`src/rtl/accel_pkg.sv`:
```
// accel_pkg: shared FSM encodings and constants for the AES Wishbone initiator
package accel_pkg;
   typedef enum logic [1:0] {
      IDLE = 2'd0,
      BUS  = 2'd1,
      RESP = 2'd2
   } wb_state_t;
   localparam int AES_WB_ADDR_W = 28;
   localparam logic [31:0] WB_ERR_DATA = 32'h0;
endpackage

```
`src/rtl/wb_timeout_counter.sv`:
```
// wb_timeout_counter: 16-bit bus-wait counter that flags the last allowed cycle and never wraps
module wb_timeout_counter #(
   parameter int TIMEOUT_CYCLES = 255
) (
   input  logic clk,
   input  logic rst,
   input  logic clr,
   input  logic en,
   output logic expired
);
   localparam logic [15:0] LAST = 16'(TIMEOUT_CYCLES - 1);
   logic [15:0] count;
   assign expired = count == LAST;
   // Count waiting cycles, saturating at the expiry value until the next clear
   always_ff @(posedge clk)
      if (rst || clr) count <= '0;
      else if (en && !expired) count <= count + 16'd1;
endmodule

```
`src/rtl/aes_wb_initiator.sv`:
```
// aes_wb_initiator: valid/ready command port to Wishbone classic single-cycle initiator.
// Define AES_WB_INIT_TIMEOUT_EN to abort cycles not ACKed within TIMEOUT_CYCLES.
module aes_wb_initiator
   import accel_pkg::*;
#(
   parameter int ADDR_W         = AES_WB_ADDR_W,
   parameter int TIMEOUT_CYCLES = 255
) (
   input  logic              wb_clk_i,
   input  logic              wb_rst_i,
   input  logic              cmd_valid,
   output logic              cmd_ready,
   input  logic              cmd_we,
   input  logic [3:0]        cmd_sel,
   input  logic [ADDR_W-1:0] cmd_addr,
   input  logic [31:0]       cmd_data,
   output logic              rsp_valid,
   input  logic              rsp_ready,
   output logic [31:0]       rsp_data,
   output logic              rsp_err,
   output logic              wbm_cyc_o,
   output logic              wbm_stb_o,
   output logic              wbm_we_o,
   output logic [3:0]        wbm_sel_o,
   output logic [ADDR_W-1:0] wbm_adr_o,
   output logic [31:0]       wbm_dat_o,
   input  logic              wbm_ack_i,
   input  logic [31:0]       wbm_dat_i
);
   wb_state_t state, state_nx;
   logic accept, expired, done;
   assign accept = cmd_valid & cmd_ready;
   assign done = wbm_ack_i | expired;
`ifdef AES_WB_INIT_TIMEOUT_EN
   wb_timeout_counter #(.TIMEOUT_CYCLES(TIMEOUT_CYCLES)) u_timeout (
      .clk(wb_clk_i),
      .rst(wb_rst_i),
      .clr(accept),
      .en(state == BUS),
      .expired(expired)
   );
`else
   localparam int unused_timeout = TIMEOUT_CYCLES;
   assign expired = 1'b0;
`endif
   // State register; reset abandons any bus cycle or pending response
   always_ff @(posedge wb_clk_i)
      if (wb_rst_i) state <= IDLE;
      else state <= state_nx;
   // Next state: accept -> bus cycle -> hold response until consumed
   always_comb
      state_nx = state == IDLE ? (accept ? BUS : IDLE)
               : state == BUS  ? (done ? RESP : BUS)
               : state == RESP ? (rsp_ready ? IDLE : RESP)
               : IDLE;
   // Handshake and bus strobes decode directly from the state
   always_comb begin
      cmd_ready = state == IDLE && !wb_rst_i;
      wbm_cyc_o = state == BUS;
      wbm_stb_o = state == BUS;
      rsp_valid = state == RESP;
   end
   // Capture the command on accept and the response when the bus cycle ends; ACK beats timeout
   always_ff @(posedge wb_clk_i)
      if (wb_rst_i) begin
         wbm_we_o  <= 1'b0;
         wbm_sel_o <= '0;
         wbm_adr_o <= '0;
         wbm_dat_o <= '0;
         rsp_data  <= '0;
         rsp_err   <= 1'b0;
      end else if (accept) begin
         wbm_we_o  <= cmd_we;
         wbm_sel_o <= cmd_sel;
         wbm_adr_o <= cmd_addr;
         wbm_dat_o <= cmd_data;
      end else if (state == BUS && done) begin
         rsp_data <= wbm_ack_i && !wbm_we_o ? wbm_dat_i : WB_ERR_DATA;
         rsp_err  <= !wbm_ack_i;
      end
endmodule

```
`config.mk`:
```
export PLATFORM = sky130hd
export DESIGN_NAME = aes_wb_initiator
export DESIGN_NICKNAME = d
export VERILOG_FILES = /design/src/rtl/accel_pkg.sv /design/src/rtl/wb_timeout_counter.sv /design/src/rtl/aes_wb_initiator.sv
export SDC_FILE = /design/constraint.sdc
export NUM_CORES = 1
export LEC_CHECK = 0
export ABC_AREA = 1
export CORE_ASPECT_RATIO = 1.4
export CORE_MARGIN = 2
export CORE_UTILIZATION = 45
export DETAILED_ROUTE_END_ITERATION = 10
export PLACE_DENSITY = 0.95
export SYNTH_ARGS = -nofsm -noshare
export SYNTH_HDL_FRONTEND = slang
export SYNTH_SLANG_ARGS = --single-unit
```
`constraint.sdc`:
```
create_clock -name wb_clk_i -period 2.1 [get_ports wb_clk_i]
set_input_delay 0.42 -clock wb_clk_i [delete_from_list [all_inputs] [get_ports wb_clk_i]]
set_output_delay 0.42 -clock wb_clk_i [all_outputs]
set_load 0.005 [all_outputs]
```
Word-level counts from Yosys, hierarchy flattened:

Cells that the tools add are included.

* register bits: 100
* bits of input ports: 102
* word-level logic and storage cells: 26

* eq/ne operators: 2
* muxes and demuxes: 7
* bitwise logic cells: 2
* reduce and logical (&&, ||, !) cells: 8

Operators by type and width (count)
* $mux 32: 1
* $mux 2: 5
* $logic_and 1x1->1: 3
* $logic_not 1->1: 3
* $eq 2x1->1 const B: 1
* $eq 2x2->1 const B: 1
* $logic_not 2->1: 1
* $reduce_and 2->1: 1
* $and 1x1->1: 1
* $mux 1: 1
* $not 1->1: 1

Depth between registers and ports, before layout:

Gate-level depths: netlist of the first run.

* depth in word-level cells: 5
* gate-level depth with buffers: 7
* depth with buffers taken out: 5

Worst setup path before layout of the first run:

No wires, ideal clock.

* kind: input to output
* start: input port wb_rst_i
* end: output port cmd_ready
* arrival time: 1.015 ns
* data required time: 1.680 ns
* slack: 0.665 ns
* cell stages on the path: 4
* path through: buf_4 > buf_6 > buf_2 > nor3_1

* longest elaborated chain between the ends: 2

RTL lines
* start, declared: line aes_wb_initiator.sv:10 `input logic wb_rst_i,`
* $logic_not 1->1: line aes_wb_initiator.sv:58 `cmd_ready = state == IDLE && !wb_rst_i;`
* $logic_and 1x1->1: line aes_wb_initiator.sv:58
* end, declared: line aes_wb_initiator.sv:12 `output logic cmd_ready,`

Every way passes these cells.

Worst setup path in the final report of the first run:

* start: register state[1]
* end: output port rsp_valid

* longest elaborated chain between the ends: 1

RTL lines
* start, declared: line aes_wb_initiator.sv:30 `wb_state_t state, state_nx;`
* start signal, assigned: line aes_wb_initiator.sv:49 `else state <= state_nx;`
* $eq 2x2->1: line aes_wb_initiator.sv:61 `rsp_valid = state == RESP;`
* end, declared: line aes_wb_initiator.sv:17 `output logic rsp_valid,`

Every way passes these cells.

==> results by stage, run 1 <==
Critical path:
- The data arrival time at the worst-slack endpoint is between 1500 and 2000 ps.
- At the worst endpoint, the required time is around 1700 ps.
- Of all nets on the critical path, the largest fanout is 4.
- The worst setup path is captured at a primary output.
- STA classifies the critical path startpoint as a flop.
- By startpoint and endpoint, the worst setup path is classified as flop to primary output.

Yosys:
- The share of synthesized area in the top cell type comes to 0.436.
- Ranked by total cell area, the synthesized netlist is headed by sky130_fd_sc_hd__dfxtp_1 (44%), sky130_fd_sc_hd__nand2_1 (16%), sky130_fd_sc_hd__nor2_1 (13%), sky130_fd_sc_hd__inv_1 (11%), sky130_fd_sc_hd__nand4_1 (8.9%).
- Counting every net in the synthesized netlist gives slightly above 800.
- The mean post-synth cell area is approximately 6.4 sq um.
- The number of standard cells after synthesis is about 700.
- The library cell with the largest summed area after synthesis is sky130_fd_sc_hd__dfxtp_1.
- Synthesis inferred 100 register bits.
- The number of distinct library cell variants in the gate-level netlist after synthesis is 15.
- During synthesis, Yosys emitted a total of 0 warnings.
- The netlist area before placement is ~4600 sq um.
- The share of synthesized area occupied by flip-flops and latches is 0.436.

Drt:
- The number of vias in the routed layout is 4699.
- The detailed-route wire length is 12400 microns.
- The number of DRC markers after the initial detailed-route iteration is between 200 and 300.
- The wire length per cell after detailed routing is between 10 and 15 microns.
- The remaining number of nets flagged by the antenna check after routing is 0.
- In the routed design, unresolved DRC markers number 0.
- The first TritonRoute pass finished after 4 iterations.
- The via density per instance is about 4.5.

Final layout:
- In the final design database the tool counted roughly 1000 nets.
- Fill cells in the final layout number ~790.
- The utilization after layout is 0.699.
- The area growth from synthesis to layout is 50.8%.
- The post-route non-filler standard cell count is a little over 1000.
- In the final layout, the share of cells above drive strength 1 is 0.0411.
- The antenna diode count is 0.

Timing:
- The total setup violations reported at the end of the flow is 0.
- The number of hold-slack violations in the final timing report is 0.
- The final-report max-slew violation count was 0.
- The slew of the pin with the lowest slew margin is approximately 400 ps.
- In the finished design, the share of the clock period the worst path needs comes to 0.939.
- The worst hold margin is 433 ps.
- The achievable clock frequency is about 510 MHz.
- The worst pin sits at a relative slew slack of 0.728.
- The final worst setup slack is around 130 ps.
- For the final database, setup skew stands at between 7 and 8 ps.
- The worst path in the final design needs a cycle of 1970 ps, including I/O delays and setup.
- The final-layout setup total negative slack is 0 ps.
- Setup repair after global routing left no endpoint under its margin.

Clock tree:
- In this run the number of H-tree levels came out at 3.
- TritonCTS created 9 clock buffers.
- The clock input transition at the sequential cells of the worst setup and hold paths is around 60 ps.
- TritonCTS built the clock tree.
- The insertion delay of the later-clocked pin in the worst-skew pair is between 300 and 400 ps.
- The tree built by TritonCTS fans out to 100 sinks.
- The post-CTS setup repair buffer count is 0.
- Counting along the longest clock path gives a buffer depth of 2.
- After clock tree synthesis, the flow added hold-fix buffers numbering 0.
- Clock tree synthesis selected as its root buffer the cell sky130_fd_sc_hd__clkbuf_16.

Power:
- For this design the ratio of total power to cell area is 681 nW/um^2.
- The worst-case IR drop observed on VDD is 0.000489 V.
- Summed over all cells, the static leakage comes to about 3.3 nW.

Global route:
- The overflow left after global routing is 0.
- The via count of the first global-routing pass was 4253.
- The initial antenna violation count came to 0.
- The global-route usage over all layers is 0.223.
- The first-pass GRT wire length is a little under 20000 microns.
- Entering global routing, the biggest net connects 62 pins.

Die:
- Pin placement for this block handled 204 I/O pins.
- From bottom edge to top edge, the die measures roughly 120 microns.
- For this configuration, the core starts out at a cell density of 0.463.
- The region available for standard cell placement spans between 9000 and 10000 sq um.
- The cell row count is 43.
- The die width is 89.3 microns.
- The die area is approximately 11000 sq um.

Placement:
- Prior to clock tree synthesis, the placed netlist has a worst setup slack of slightly below 400 ps.
- The HPWL reported at the end of detailed placement is approximately 8700 microns.
- At the end of routability-driven placement, the weighted congestion stood at roughly 0.78.
- The number of port buffers is 203.
- Counting tap cells, the placed design contains a total of 1019 instances.

Status:
- The flow ran to the end, and the final reports show no timing, DRC or antenna violations.

Min path:
- The path type of the worst min-delay path is primary input to flop.

Run:
- The reported max-cap violation count is 0.
==> worst max-delay path: stages (launching register included) <==
cell                              delay, ps
sky130_fd_sc_hd__dfxtp_1                430
sky130_fd_sc_hd__inv_2                   70
sky130_fd_sc_hd__nor2_1                 180
sky130_fd_sc_hd__clkdlybuf4s50_1        550
==> sequential cells by signal, indices dropped and copies added (netlist names) <==
register   cells
rsp_data      32
wbm_dat_o     32
rsp_err        1
state          2
wbm_adr_o     28
wbm_we_o       1
wbm_sel_o      4
==> synthesized netlist by cell type <==
| cell | n |
|---|---|
| sky130_fd_sc_hd__a21oi_1 | 1 |
| sky130_fd_sc_hd__buf_2 | 16 |
| sky130_fd_sc_hd__buf_4 | 8 |
| sky130_fd_sc_hd__buf_6 | 6 |
| sky130_fd_sc_hd__clkbuf_1 | 20 |
| sky130_fd_sc_hd__dfxtp_1 | 100 |
| sky130_fd_sc_hd__inv_1 | 132 |
| sky130_fd_sc_hd__inv_2 | 1 |
| sky130_fd_sc_hd__inv_4 | 1 |
| sky130_fd_sc_hd__nand2_1 | 198 |
| sky130_fd_sc_hd__nand3_1 | 3 |
| sky130_fd_sc_hd__nand4_1 | 65 |
| sky130_fd_sc_hd__nor2_1 | 164 |
| sky130_fd_sc_hd__nor2_2 | 1 |
| sky130_fd_sc_hd__nor3_1 | 1 |
==> cells in the final DEF, fill, tap and decap left out, drive strengths merged, types with 2 or more instances in the layout <==
master         netlist  routed
nor2               165     165
clkbuf              20      13
nand3                3       3
nand4               65      65
inv                134     134
buf                 30      16
clkdlybuf4s50        0     201
nand2              198     198
dfxtp              100     100
clkinvlp             0       2
==> power by group <==
part | internal, mW | switching, mW | leakage, nW
logic | 0.555 | 0.446 | 2.35
registers | 2.04 | 0.0746 | 0.822
clock network | 0.900 | 0.691 | 0.138
==> through the flow <==
stage / instance area [sq um] / power (mW)
finish: 6920 / 4.71
global route: 6920 / 4.97
CTS: 6920 / 4.76
detailed placement: 6630 / 3.17
global placement: 6630 / 3.14
floorplan: 4590 / 2.60
==> repair_timing <==
item / CTS / global route
hold endpoints to repair: 0 / 0
setup endpoints to repair: 0 / 1
gates resized for setup: 0 / 1
==> metal layers <==
layer / GRT usage / part of all wire
met1: 0.250 / 0.40
met2: 0.391 / 0.49
met3: 0.0761 / 0.089
met4: 0.0728 / 0.024
met5: 0 / 0
==> area by class of cell <==
type / instances / area (sq um) / share of cell area
clock inverter: 3 / 20.0 / 0.00289
tap: 135 / 169 / 0.0244
inverter: 134 / 505 / 0.0731
timing repair buffer: 217 / 2140 / 0.309
clock buffer: 13 / 270 / 0.0391
sequential: 100 / 2000 / 0.290
multi-input combinational: 433 / 1810 / 0.262
==> final timing paths <==
kind	slack, ps	endpoint	depth (start not counted)	startpoint
hold / removal	430	wbm_dat_o[1]$_SDFFE_PP0P_	3	cmd_valid
setup / recovery	130	rsp_valid	3	state[1]$_SDFF_PP0_
setup reg to reg	860	rsp_data[29]$_SDFFE_PP0P_	6	state[1]$_SDFF_PP0_
hold reg to reg	460	rsp_err$_SDFFE_PP0P_	2	rsp_err$_SDFFE_PP0P_
==> cells by family after synthesis <==
kind of cell | count (synthesis) | synth area share
AOI/OAI and AO/OA | 1 | 0.00109
DFF | 100 | 0.436
buffers and inverters | 184 | 0.172
and+or+nand+nor | 432 | 0.391
No activity file was read; power rests on OpenSTA's default activity.
==> inputs of run 2 (changes only) <==
--- a/config.mk
+++ b/config.mk
@@ -13,4 +13,5 @@
 export PLACE_DENSITY = 0.95
 export SYNTH_ARGS = -nofsm -noshare
 export SYNTH_HDL_FRONTEND = slang
+export SYNTH_HIERARCHICAL = 1
 export SYNTH_SLANG_ARGS = --single-unit
==> results by stage, run 2 <==
Status:
- Result of the run: complete, no violations (unchanged).

Clock tree:
- The post-CTS setup repair buffer count is 0 (unchanged).
- The H-tree level count is 3 (unchanged).
- The insertion delay of the later-clocked pin in the worst-skew pair was 330 ps (was 340 ps).
- The clock tree from TritonCTS is built (unchanged).
- The clock input transition at the sequential cells of the worst setup and hold paths is 70 ps (was 60 ps).
- The total clock buffers created by CTS is 9 (unchanged).
- The buffer type at the clock tree root is sky130_fd_sc_hd__clkbuf_16 (unchanged).
- The TritonCTS sink count is 100 (unchanged).
- The quantity of gates resized following cts is 0 (unchanged).
- The number of buffers between clock root and the deepest sink was 2 (unchanged).
- The number of buffers inserted by hold repair at cts is 0 (unchanged).

Timing:
- The final-report max-slew violation count is 0 (unchanged).
- The number of hold-slack violations in the final timing report is 0 (unchanged).
- The achievable clock frequency is 504 MHz (was 507 MHz).
- The final-layout setup total negative slack was 0 ps (unchanged).
- The remaining max-slew budget at the tightest pin is 0.533 (was 0.728).
- The total setup violations reported at the end of the flow was 0 (unchanged).
- The slew of the pin with the lowest slew margin came to 700 ps (was 408 ps).
- The post-route clock period utilization was 0.944 (was 0.939).
- The minimum period implied by the final worst setup slack is 1980 ps (was 1970 ps).
- Setup repair after global routing missed its margin: false (unchanged).
- The clock skew after layout came to 6.36 ps (was 7.56 ps).

Die:
- The cell row count is 43 (unchanged).
- The die width is 89.0 microns (was 89.3 microns).
- The die area is 10900 sq um (was 11000 sq um).
- The starting utilization of the core area is 0.460 (was 0.463).
- The core area is 9900 sq um (unchanged).
- The chip height is 123 microns (about the same).
- The number of top-level design ports was 204 (unchanged).

Drt:
- The number of DRC markers after the initial detailed-route iteration is 194 (was 262).
- The via density per instance is 4.60 (was 4.54).
- The remaining number of nets flagged by the antenna check after routing is 0 (unchanged).
- The first-pass iteration count of the detailed router is 5 (was 4).
- The wire length per cell after detailed routing is 12.5 microns (was 12.0 microns).
- The met3 routed wirelength was 1070 microns (was 1110 microns).
- The number of vias in the routed layout is 4757 (was 4699).
- The wire length on met1 is 5040 microns (was 4950 microns).
- The met2 layer wire length in the routed design is 6420 microns (was 6070 microns).
- The DRC violations left is 0 (unchanged).
- The top routing layer in use is met4 (unchanged).
- The detailed-route wire length is 12900 microns (was 12400 microns).

Critical path:
- The type of destination of the critical path is a primary output (unchanged).
- The highest net fanout along the worst path is 4 (unchanged).
- The setup slack of the most critical reg-to-reg path is 910 ps (was 860 ps).
- The cell depth of the worst flop-to-flop path was 6 (unchanged).
- The startpoint kind of the worst setup timing path was a flop (unchanged).
- The critical path required time is 1680 ps (about the same).
- The critical register-to-register path endpoint is rsp_data[26]$_SDFFE_PP0P_ (was rsp_data[29]$_SDFFE_PP0P_).
- The startpoint of the most critical register-to-register path is state[1]$_SDFF_PP0_ (unchanged).
- The class of the most critical setup path is flop to primary output (unchanged).
- The data arrival time at the worst-slack endpoint was 1560 ps (was 1550 ps).

Yosys:
- The number of warnings printed during yosys synthesis is 6 (was 0).
- The most numerous cell in the Yosys netlist is sky130_fd_sc_hd__nand2_1 (unchanged).
- The netlist area before placement is 4550 sq um (was 4590 sq um).
- The count of state elements after synthesis is 100 (unchanged).
- The fraction of synthesis flops using an asynchronous set or reset pin was 0 (unchanged).
- Post-synth top cells: sky130_fd_sc_hd__nand2_1 (198), sky130_fd_sc_hd__nor2_1 (165), sky130_fd_sc_hd__inv_1 (133) (was sky130_fd_sc_hd__nand2_1 (198), sky130_fd_sc_hd__nor2_1 (164), sky130_fd_sc_hd__inv_1 (132)).
- The share of synthesized area occupied by flip-flops and latches came to 0.440 (was 0.436).
- The library cell with the largest summed area after synthesis is sky130_fd_sc_hd__dfxtp_1 (unchanged).
- Dominant cells by area after synthesis: sky130_fd_sc_hd__dfxtp_1 (44%), sky130_fd_sc_hd__nand2_1 (16%), sky130_fd_sc_hd__nor2_1 (14%), sky130_fd_sc_hd__inv_1 (11%), sky130_fd_sc_hd__nand4_1 (8.9%) (was sky130_fd_sc_hd__dfxtp_1 (44%), sky130_fd_sc_hd__nand2_1 (16%), sky130_fd_sc_hd__nor2_1 (13%), sky130_fd_sc_hd__inv_1 (11%), sky130_fd_sc_hd__nand4_1 (8.9%)).
- The mean post-synth cell area is 6.35 sq um (was 6.40 sq um).
- The number of standard cells after synthesis was 717 (unchanged).
- The number of enable-type register cells in the synthesized netlist is 0 (unchanged).
- The number of distinct library cell variants in the gate-level netlist after synthesis came to 13 (was 15).
- The prevailing post-synth register cell is sky130_fd_sc_hd__dfxtp_1 (unchanged).
- The post-synthesis net count is 819 (unchanged).
- The share of the synthesized area in the top cell type is 0.440 (was 0.436).

Final layout:
- Registers with the most flip-flops: rsp_data x32, wbm_dat_o x32, wbm_adr_o x28 (unchanged).
- The fraction of final layout cells with drive strength greater than 1 came to 0.0400 (was 0.0411).
- Most used cells in the layout excluding fill and tap cells: sky130_fd_sc_hd__clkdlybuf4s50_1 (201), sky130_fd_sc_hd__nand2_1 (198), sky130_fd_sc_hd__nor2_1 (164) (unchanged).
- The post-route non-filler standard cell count is 1034 (was 1035).
- The antenna diode count is 0 (unchanged).
- The number of fill cells in the layout is 811 (was 791).
- The commonest non-fill, non-tap cell in the layout is sky130_fd_sc_hd__clkdlybuf4s50_1 (unchanged).
- The post-synthesis to final-layout area growth is 52.9% (was 50.8%).
- The post-route standard cell area excluding fillers is 6960 sq um (was 6920 sq um).
- The final net count came to 996 (was 997).

Power:
- The power density normalized to cell area is 706 nW/um^2 (was 681 nW/um^2).
- The leakage power figure was 3.33 nW (was 3.31 nW).
- The total chip power is 4.91 mW (was 4.71 mW).
- The worst vdd rail ir drop is 0.000467 V (was 0.000489 V).

Placement:
- The HPWL reported at the end of detailed placement is 9000 microns (was 8650 microns).
- The weighted congestion at the end of routability-driven global placement is 0.755 (was 0.776).
- The post-detailed-placement cell area is 6630 sq um (about the same).
- The number of placed cells counting well taps is 1018 (was 1019).
- The number of port buffers is 203 (unchanged).

Min path:
- The path type of the worst min-delay path is flop to flop (was primary input to flop).
- The startpoint of the most critical hold path is rsp_err$_SDFFE_PP0P_ (was cmd_valid).
- The end point of the most critical hold path is rsp_err$_SDFFE_PP0P_ (was wbm_dat_o[1]$_SDFFE_PP0P_).
- The hold path depth was 2 (was 3).

Global route:
- The pin count of the biggest net entering global routing was 68 (was 62).
- The initial antenna violation count is 0 (unchanged).
- The via count of the first global-routing pass is 4509 (was 4253).
- The overflow left after global routing came to 0 (unchanged).
- The first-pass GRT wire length is 20300 microns (was 19600 microns).
- The global-route usage over all layers is 0.232 (was 0.223).

Run:
- The reported max-cap violation count is 0 (unchanged).
## run 2: metrics by stage
stage	setup WS [ps]	hold slack, ps	util
2_1_floorplan	642	449	-
3_3_place_gp	458	448	0.670
3_5_place_dp	409	462	0.670
4_1_cts	44.2	474	0.703
5_1_grt	37.0	485	0.703
6_report	117	472	0.703
## run 2: where the power goes
part | internal [mW] | leakage (nW) | switching [mW]
Sequential | 2.04 | 0.822 | 0.0760
Combinational | 0.558 | 2.36 | 0.455
Clock | 1.07 | 0.151 | 0.702
Total | 3.68 | 3.33 | 1.23
## run 2: cells by family after synthesis
family	share of synthesized area
simple gates	0.393
flops	0.440
buf+inv	0.166
compound gates	0.00110
## run 2: how the worst max path moves through the flow
| stage | to | slack [ps] | from | cells past startpoint |
|---|---|---|---|---|
| detailed placement | wbm_cyc_o | 410 | state[0]$_SDFF_PP0_ | 3 |
| CTS | wbm_cyc_o | 40 | state[0]$_SDFF_PP0_ | 3 |
| global placement | cmd_ready | 460 | wb_rst_i | 3 |
| global route | rsp_valid | 40 | state[1]$_SDFF_PP0_ | 3 |
| finish | rsp_valid | 120 | state[1]$_SDFF_PP0_ | 3 |
| floorplan | cmd_ready | 640 | wb_rst_i | 4 |
## run 2: per-layer routing
metal | GRT usage | up-vias
li1 | - | 2472
met1 | 0.258 | 2103
met2 | 0.400 | 153
met3 | 0.0821 | 29
met4 | 0.0877 | 0
met5 | 0 | -
## run 2: worst max-delay path: stages (launching register included)
cell	delay (ps)
sky130_fd_sc_hd__dfxtp_1	420
sky130_fd_sc_hd__inv_1	90
sky130_fd_sc_hd__nor2_1	180
sky130_fd_sc_hd__clkdlybuf4s50_1	540
## run 2: layout make-up
| class | count | area, sq um | share of cell area |
|---|---|---|---|
| flip-flops and latches | 100 | 2000 | 0.288 |
| repair buffers | 216 | 2140 | 0.308 |
| multi-input cells | 433 | 1810 | 0.260 |
| clock inverters | 6 | 87.6 | 0.0126 |
| inverters | 134 | 503 | 0.0723 |
| well taps | 135 | 169 | 0.0243 |
| clock buffers | 10 | 239 | 0.0343 |
==> inputs of run 3 (changes only) <==
--- a/config.mk
+++ b/config.mk
@@ -11,6 +11,8 @@
 export CORE_UTILIZATION = 45
 export DETAILED_ROUTE_END_ITERATION = 10
 export PLACE_DENSITY = 0.95
+export RECOVER_POWER = 100
+export SLEW_MARGIN = 20
 export SYNTH_ARGS = -nofsm -noshare
 export SYNTH_HDL_FRONTEND = slang
 export SYNTH_HIERARCHICAL = 1
==> results by stage, run 3 (synthesis gave the netlist of run 2 again) <==
Power:
- The power density normalized to cell area was 698 nW/um^2 (was 706 nW/um^2).
- The leakage power figure came to 3.59 nW (was 3.33 nW).
- The clock network fraction of total power was 0.366 (was 0.362).
- The cell-internal power is 3.62 mW (was 3.68 mW).
- The total chip power is 4.84 mW (was 4.91 mW).
- The sequential cell fraction of total power is 0.436 (was 0.432).
- The power spent charging and discharging nets is 1.22 mW (was 1.23 mW).
- The share of power burned in combinational logic was 0.198 (was 0.206).
- The switching portion of total power is 0.252 (was 0.251).
- The worst vdd rail ir drop is 0.000465 V (was 0.000467 V).

Final layout:
- Registers with the most flip-flops: rsp_data x32, wbm_dat_o x32, wbm_adr_o x28 (unchanged).
- The post-synthesis to final-layout area growth is 52.5% (was 52.9%).
- The final net count was 996 (unchanged).
- The fraction of final layout cells with drive strength greater than 1 is 0.0389 (was 0.0400).
- The antenna diode count is 0 (unchanged).
- Most used cells in the layout excluding fill and tap cells: sky130_fd_sc_hd__nand2_1 (198), sky130_fd_sc_hd__nor2_1 (164), sky130_fd_sc_hd__inv_1 (133) (was sky130_fd_sc_hd__clkdlybuf4s50_1 (201), sky130_fd_sc_hd__nand2_1 (198), sky130_fd_sc_hd__nor2_1 (164)).
- The commonest non-fill, non-tap cell in the layout is sky130_fd_sc_hd__nand2_1 (was sky130_fd_sc_hd__clkdlybuf4s50_1).
- The number of fill cells in the layout is 814 (was 811).
- The post-route standard cell area excluding fillers is 6940 sq um (was 6960 sq um).

Clock tree:
- The H-tree level count is 3 (unchanged).
- The insertion delay of the later-clocked pin in the worst-skew pair is 330 ps (about the same).
- The clock tree from TritonCTS is built (unchanged).
- The quantity of gates resized following cts is 0 (unchanged).
- The buffer type at the clock tree root is sky130_fd_sc_hd__clkbuf_16 (unchanged).
- The total clock buffers created by CTS is 9 (unchanged).
- The post-CTS setup repair buffer count is 0 (unchanged).
- The number of buffers inserted by hold repair at cts is 0 (unchanged).
- The TritonCTS sink count is 100 (unchanged).
- The number of buffers between clock root and the deepest sink came to 2 (unchanged).
- The clock input transition at the sequential cells of the worst setup and hold paths is 70 ps (about the same).

Timing:
- The achievable clock frequency is 505 MHz (was 504 MHz).
- The clock skew after layout is 5.46 ps (was 6.36 ps).
- The final-report max-slew violation count was 0 (unchanged).
- The post-route clock period utilization is 0.943 (was 0.944).
- The total setup violations reported at the end of the flow is 0 (unchanged).
- The remaining max-slew budget at the tightest pin came to 0.0681 (was 0.533).
- The number of hold-slack violations in the final timing report is 0 (unchanged).
- The minimum period implied by the final worst setup slack is 1980 ps (about the same).
- Setup repair after global routing missed its margin: false (unchanged).
- The final-layout setup total negative slack was 0 ps (unchanged).
- The slew of the pin with the lowest slew margin is 1400 ps (was 700 ps).

Critical path:
- The class of the most critical setup path is flop to primary output (unchanged).
- The cell depth of the worst flop-to-flop path is 6 (unchanged).
- The type of destination of the critical path was a primary output (unchanged).
- The data arrival time at the worst-slack endpoint is 1560 ps (about the same).
- The startpoint kind of the worst setup timing path is a flop (unchanged).
- The setup slack of the most critical reg-to-reg path came to 300 ps (was 910 ps).
- The highest net fanout along the worst path is 4 (unchanged).
- The critical path required time was 1680 ps (about the same).

Die:
- The number of top-level design ports was 204 (unchanged).
- The cell row count was 43 (unchanged).
- The starting utilization of the core area was 0.460 (unchanged).
- The die area is 10900 sq um (unchanged).
- The chip height is 123 microns (unchanged).
- The die width came to 89.0 microns (unchanged).
- The core area is 9900 sq um (unchanged).

Global route:
- The first-pass GRT wire length is 20300 microns (unchanged).
- The via count of the first global-routing pass was 4509 (unchanged).
- The initial antenna violation count is 0 (unchanged).
- The overflow left after global routing is 0 (unchanged).
- The global-route usage over all layers is 0.232 (unchanged).
- The pin count of the biggest net entering global routing came to 68 (unchanged).

Status:
- Result of the run: complete, no violations (unchanged).

Run:
- The reported max-cap violation count was 0 (unchanged).

Placement:
- The weighted congestion at the end of routability-driven global placement is 0.755 (unchanged).
- The post-detailed-placement cell area came to 6630 sq um (unchanged).
- The number of port buffers is 203 (unchanged).
- The HPWL reported at the end of detailed placement came to 9000 microns (unchanged).

Drt:
- The first-pass iteration count of the detailed router came to 5 (unchanged).
- The number of vias in the routed layout was 4777 (was 4757).
- The remaining number of nets flagged by the antenna check after routing is 0 (unchanged).
- The wire length per cell after detailed routing is 12.5 microns (about the same).
- The via density per instance is 4.62 (was 4.60).
- The DRC violations left is 0 (unchanged).
- The number of DRC markers after the initial detailed-route iteration is 219 (was 194).
- The detailed-route wire length is 12900 microns (about the same).

Min path:
- The path type of the worst min-delay path is flop to flop (unchanged).
- The hold path depth is 2 (unchanged).
==> run 3: changes by cell type in the layout (fill, tap and decap cells not counted) <==
cell                              before  now
sky130_fd_sc_hd__buf_12                2    1
sky130_fd_sc_hd__buf_4                11   10
sky130_fd_sc_hd__clkbuf_1              0    1
sky130_fd_sc_hd__clkbuf_2              0    1
sky130_fd_sc_hd__clkdlybuf4s50_1     201  101
sky130_fd_sc_hd__dlygate4sd3_1         0  100
==> run 3: worst paths after layout <==
check / to / from
worst max-delay path: rsp_valid / state[1]$_SDFF_PP0_
worst min-delay path: rsp_err$_SDFFE_PP0P_ / rsp_err$_SDFFE_PP0P_
worst min register to register: rsp_err$_SDFFE_PP0P_ / rsp_err$_SDFFE_PP0P_
worst max register to register: rsp_data[26]$_SDFFE_PP0P_ / state[1]$_SDFF_PP0_
==> run 3: routing by layer <==
| metal | up-vias | track usage | share of wire |
|---|---|---|---|
| met5 | - | 0 | 0 |
| met4 | 0 | 0.0877 | 0.029 |
| met3 | 29 | 0.0821 | 0.089 |
| met2 | 171 | 0.400 | 0.50 |
| met1 | 2099 | 0.258 | 0.39 |
| li1 | 2478 | - | - |
==> run 3: final cells by class <==
| class | count | area, sq um | area share |
|---|---|---|---|
| inverter | 134 | 503 | 0.0725 |
| clock buffer | 10 | 239 | 0.0344 |
| sequential | 100 | 2000 | 0.289 |
| timing repair buffer | 216 | 2130 | 0.306 |
| tap | 135 | 169 | 0.0243 |
| multi-input combinational | 433 | 1810 | 0.261 |
| clock inverter | 6 | 87.6 | 0.0126 |
==> run 3: worst max-delay path: stages, from the launching register on <==
cell and delay, ps:
sky130_fd_sc_hd__dfxtp_1 420, sky130_fd_sc_hd__inv_1 90, sky130_fd_sc_hd__nor2_1 180, sky130_fd_sc_hd__clkdlybuf4s50_1 540
==> run 3: metrics by stage <==
stage | setup slack, ps | instances | hold slack (ps) | utilization
final | 119 | 1034 | 471 | 0.701
after global routing | 37.0 | 1034 | 487 | 0.701
after CTS | 44.2 | 1034 | 474 | 0.703
after detailed placement | 409 | 1018 | 462 | 0.670
after global placement | 458 | 1018 | 448 | 0.670
after floorplan | 642 | 717 | 449 | -
==> run 3: power groups by stage <==
stage | Sequential, mW | Clock (mW) | Combinational, mW
2_1_floorplan | 2.17 | 0 | 0.421
3_3_place_gp | 2.15 | 0 | 0.997
3_5_place_dp | 2.16 | 0 | 1.02
4_1_cts | 2.12 | 1.82 | 1.02
5_1_grt | 2.13 | 1.91 | 1.07
6_report | 2.11 | 1.77 | 0.959
